### src/rtl/key_dispatcher.sv
// Shared-counter RC4 key dispatcher: round-robin grants one requesting core per cycle with the next key,
// registered one cycle after req is sampled; KEY_DISPATCH_RESUME_EN makes start-after-stop resume the key sequence.
module key_dispatcher #(
  parameter int NUM_CORES     = 69,
  parameter int LOG_NUM_CORES = 8,
  parameter int KEY_LENGTH    = 3,
  parameter int RAM_WIDTH     = 8,
  parameter logic [KEY_LENGTH*RAM_WIDTH-1:0] KEY_MIN = '0,
  parameter logic [KEY_LENGTH*RAM_WIDTH-1:0] KEY_MAX = '1
) (
  input  logic                              clk,
  input  logic                              reset,
  input  logic                              start,
  input  logic                              stop,
  input  logic [NUM_CORES-1:0]              req,
  output logic [NUM_CORES-1:0]              grant,
  output logic [LOG_NUM_CORES-1:0]          grant_idx,
  output logic [KEY_LENGTH*RAM_WIDTH-1:0]   grant_key,
  output logic                              busy,
  output logic                              exhausted
);

  localparam int KW = KEY_LENGTH * RAM_WIDTH;

  localparam logic [1:0] IDLE     = 2'd0;
  localparam logic [1:0] DISPATCH = 2'd1;
  localparam logic [1:0] DONE     = 2'd2;

  logic [1:0]               state;
  logic [KW:0]              next_key;
  logic [LOG_NUM_CORES-1:0] last_idx;

  logic [NUM_CORES-1:0]     masked;
  logic                     found_hi;
  logic                     found_lo;
  logic [LOG_NUM_CORES-1:0] pick_hi;
  logic [LOG_NUM_CORES-1:0] pick_lo;
  logic [NUM_CORES-1:0]     hot_hi;
  logic [NUM_CORES-1:0]     hot_lo;
  logic                     found;
  logic [LOG_NUM_CORES-1:0] pick;
  logic [NUM_CORES-1:0]     hot;
  logic                     at_max;

  // Round-robin split into two priority searches: cores above last_idx first, then wrap to the rest.
  always_comb begin
    masked   = req & ~grant;
    found_hi = 1'b0;
    found_lo = 1'b0;
    pick_hi  = '0;
    pick_lo  = '0;
    hot_hi   = '0;
    hot_lo   = '0;
    for (int i = 0; i < NUM_CORES; i++) begin
      if (masked[i]) begin
        if (LOG_NUM_CORES'(i) > last_idx) begin
          if (!found_hi) begin
            found_hi  = 1'b1;
            pick_hi   = LOG_NUM_CORES'(i);
            hot_hi[i] = 1'b1;
          end
        end else begin
          if (!found_lo) begin
            found_lo  = 1'b1;
            pick_lo   = LOG_NUM_CORES'(i);
            hot_lo[i] = 1'b1;
          end
        end
      end
    end
    found = found_hi | found_lo;
    pick  = found_hi ? pick_hi : pick_lo;
    hot   = found_hi ? hot_hi : hot_lo;
  end

  assign at_max = (next_key == {1'b0, KEY_MAX});

  always_ff @(posedge clk or negedge reset) begin
    if (!reset) begin
      state     <= IDLE;
      next_key  <= {1'b0, KEY_MIN};
      last_idx  <= LOG_NUM_CORES'(NUM_CORES - 1);
      grant     <= '0;
      grant_idx <= '0;
      grant_key <= '0;
      busy      <= 1'b0;
      exhausted <= 1'b0;
    end else begin
      grant <= '0;
      case (state)
        IDLE: begin
          if (start) begin
            state     <= DISPATCH;
            busy      <= 1'b1;
            exhausted <= 1'b0;
            next_key  <= {1'b0, KEY_MIN};
          end
        end
        DISPATCH: begin
          if (stop) begin
            state <= DONE;
            busy  <= 1'b0;
          end else if (found) begin
            grant     <= hot;
            grant_idx <= pick;
            grant_key <= next_key[KW-1:0];
            next_key  <= next_key + (KW+1)'(1);
            last_idx  <= pick;
            if (at_max) begin
              state     <= DONE;
              busy      <= 1'b0;
              exhausted <= 1'b1;
            end
          end
        end
        DONE: begin
          if (start) begin
            state     <= DISPATCH;
            busy      <= 1'b1;
            exhausted <= 1'b0;
`ifdef KEY_DISPATCH_RESUME_EN
            // After a stop next_key already points past the last issued key.
            if (exhausted) begin
              next_key <= {1'b0, KEY_MIN};
            end
`else
            next_key <= {1'b0, KEY_MIN};
`endif
          end
        end
        default: begin
          state <= IDLE;
          busy  <= 1'b0;
        end
      endcase
    end
  end

endmodule

### config.mk
export PLATFORM = sky130hd
export DESIGN_NAME = key_dispatcher
export DESIGN_NICKNAME = d
export VERILOG_FILES = /design/src/rtl/key_dispatcher.sv
export SDC_FILE = /design/constraint.sdc
export NUM_CORES = 1
export LEC_CHECK = 0
export ABC_AREA = 0
export BUFFER_PORTS_ARGS = -buffer_cell sky130_fd_sc_hd__buf_2
export CAP_MARGIN = 20
export CORE_ASPECT_RATIO = 1.2
export CORE_UTILIZATION = 40
export DETAILED_ROUTE_END_ITERATION = 8
export GPL_TIMING_DRIVEN = 1
export HOLD_SLACK_MARGIN = 0.1
export PLACE_DENSITY = 0.59
export SLEW_MARGIN = 20
export SYNTH_ARGS = -nofsm -noshare
export SYNTH_HDL_FRONTEND = slang
export SYNTH_SLANG_ARGS = --single-unit
export TNS_END_PERCENT = 50
### constraint.sdc
create_clock -name clk -period 4 [get_ports clk]
set_input_delay 0 -clock clk [delete_from_list [all_inputs] [get_ports clk]]
set_output_delay 0 -clock clk [all_outputs]
set_load 0.05 [all_outputs]
==> flow_summary.toml <==
[run_status]
status = "finished, violations left"
violations = "design-rule violations, negative setup slack"

[sta]
maxSlewViolCount = 0
slew_headroom = 0.463
fin_ws_ps = -109
max_freq_mhz = 243
clock_skew_ps = 19.0
worst_pin_slew_ps = 798
period_minus_slack_ps = 4110
finalHoldViolations = 0
grt_setup_unrepaired = "yes"
setup_viol = 66
min_period_over_period = 1.03

[clock_tree]
cts_max_path_buffers = 2
cts_max_level = 4
cts_buffers = 17
cts.sink_count = 131
ctsRootBufferMaster = "clkbuf_16"
clkLatencyLatePin_ps = 450
cts_tree = "built"
clkTransAtPathRegs_ps = 70

[power_and_ir_drop]
vdd_drop_max_mv = 0.294
fin_total_pwr_mw = 10.1
pwr_density_cell_mw_per_mm2 = 611
total_leakage_power_nw = 7.48

[cells_and_area]
antennaDiodeCount = 0
drive_above_1_share = 0.330
postLayoutCellArea_mm2 = 0.0166
layout_commonest_cell = "buf_4"
final_cell_mix = "328 x buf_4, 173 x buf_2, 163 x nand2_1"
area_growth_pct = 51.6
fin_nets = 2087

[setup_path]
path_class = "flop to flop"
crit_buf_inv = 4
cp_slowest_cell = "or4b_4"
max_stage_delay_ps = 570
crit_path_start_kind = "flop"
required_ps = 4320
arrival_ps = 4430
regToRegSetupSlack_ps = -110
cp-end-kind = "flop"
path_cells = "buf_6, or3_4, buf_6, o41a_1, o22ai_2, nand4bb_1, or4b_4, or4_4, or4_4, nand2_8, buf_12, clkbuf_16, nor3_1"
crit_family = "simple AND/OR/NAND/NOR gates"
crit_fanout = 8

[routing]
drt_wl_total_um = 56100
postRouteAntennaNets = 0
drcViolationCount = 2
wire_per_inst_um = 23.7
vias = 14700
vias_per_cell = 6.20
drt-pass1-iter-count = 9
drtIter0Drc = 1253

[die]
die_y_um = 183
pin_count = 176
rows = 66
initial_core_util = 0.406
dieArea_mm2 = 0.0280
die_x_um = 153
fp.coreArea_mm2 = 0.0270

[grt]
met3_usage = 0.0548
gr-usage-met1 = 0.453
grt_max_degree = 54
use_met2 = 0.674
antenna_found_initial = 0
grt-ovfl-total = 0
grt_pass1_vias = 14100
grt_usage = 0.387
busiest_layer = "met2"
grt_pass1_wl_um = 82200

[logic_synthesis]
synth_top_cell_by_area = "dfrtp_1"
synth_seq_cells = 131
syn_nets = 1551
synthArstFlopShare = 1.00
synth_seq_area_share = 0.300
synthesis.area_mm2 = 0.0110
synthTopCellsByArea = "dfrtp_1 29%, nand2_1 5.7%, a21oi_1 5.0%, nor2_1 4.9%, nor3_1 4.9%"
synth_top_area_frac = 0.295
synth_enable_flop_cells = 0
syn_avg_cell_area_um2 = 7.41
ys_types = 90
ys_warn_count = 0
synthCells = 1477
synth_top_flop_cell = "dfrtp_1"

[hold_path]
min_path_type = "primary input to asynchronous set/reset pin"

[place]
portBuffers = 174
placed_area_mm2 = 0.0145
place_hpwl_um = 43100
gp_congestion = 1.05

[job]
drv_cap = 0
## power by group
part | switching (mW) | internal, mW | total, mW
clock | 0.771 | 0.898 | 1.67
combinational | 4.11 | 2.82 | 6.93
sequential | 0.124 | 1.42 | 1.55
## sequential cells by signal, indices dropped and copies added (netlist names)
name	count
busy	1
last_idx	2
grant_idx	7
grant_key	24
exhausted	1
next_key	25
grant	69
state	2
## synth_stat cells (32+ instances only)
library cell	n
nand2_1	166
nor2_1	144
dfrtp_1	129
a21oi_1	110
nor3_1	107
o21ai_0	82
nand2b_1	67
nand3_1	59
nor2b_1	51
a31oi_1	39
buf_2	33
clkbuf_1	32
## metrics by stage
stage | hold slack (ps) | setup TNS (ps) | cells | utilization | worst slack (ps)
4_1_cts | 102 | -487 | 2353 | 0.595 | -72.3
3_5_place_dp | 6.15 | -21650 | 2238 | 0.536 | -283
6_report | 83.3 | -3670 | 2366 | 0.615 | -109
2_1_floorplan | -296 | 0 | 1477 | - | 8.98
5_1_grt | 122 | -7520 | 2366 | 0.615 | -132
3_3_place_gp | 0.206 | -17870 | 2238 | 0.536 | -317
## worst reg2reg max path, stage by stage (launching register included)
cell and delay [ps]:
dfstp_2 410, buf_6 140, or3_4 330, buf_6 140
o41a_1 380, o22ai_2 160, nand4bb_1 200, or4b_4 570
or4_4 500, or4_4 580, nand2_8 210, buf_12 170
clkbuf_16 170, nor3_1 50
## final timing paths
path,from,endpoint,depth (start not counted)
worst max-delay path,last_idx[2],grant[10],13
max in group asynchronous,reset,next_key[4],3
worst min-delay path,reset,grant[7],2
worst max register to register,last_idx[2],grant[10],13
worst min register to register,grant_key[7],grant_key[7],2
min in group clk,req[58],grant[58],4
## final cells by class
class	count	area (µm²)
clock buffers	17	425
clock inverters	15	179
fillers	2515	10400
inverters	18	67.6
multi-input cells	1245	7640
flip-flops and latches	131	3290
well taps	340	425
repair buffers	600	4570
## cell families (layout without fill, tap and decap cells)
group                      Yosys count  count (layout)  synth area share
AOI/OAI and AO/OA                  439             440             0.264
and+or+nand+nor                    785             786             0.374
adders and majority gates            1               1           0.00114
DFF                                131             131             0.300
xor gates and xnor gates            12              12           0.00960
other                                1               1          0.000342
muxes                                5               5           0.00457
buffers and inverters              103             650            0.0460
## routing by layer
metal	vias up	part of all wire	wire, µm
li1	6638	-	-
met1	7071	0.39	21700
met4	0	0.061	3410
met3	176	0.066	3680
met5	-	0	0
met2	775	0.49	27400
## timing repair
action	CTS	global route
buffers inserted	13	11
cloned	4	4
pin swaps	8	35
endpoints found under the setup margin	130	130
endpoints found under the hold margin	119	0
hold buffers	66	0
resized for setup	32	80
Power figures use the tool's default switching activity.
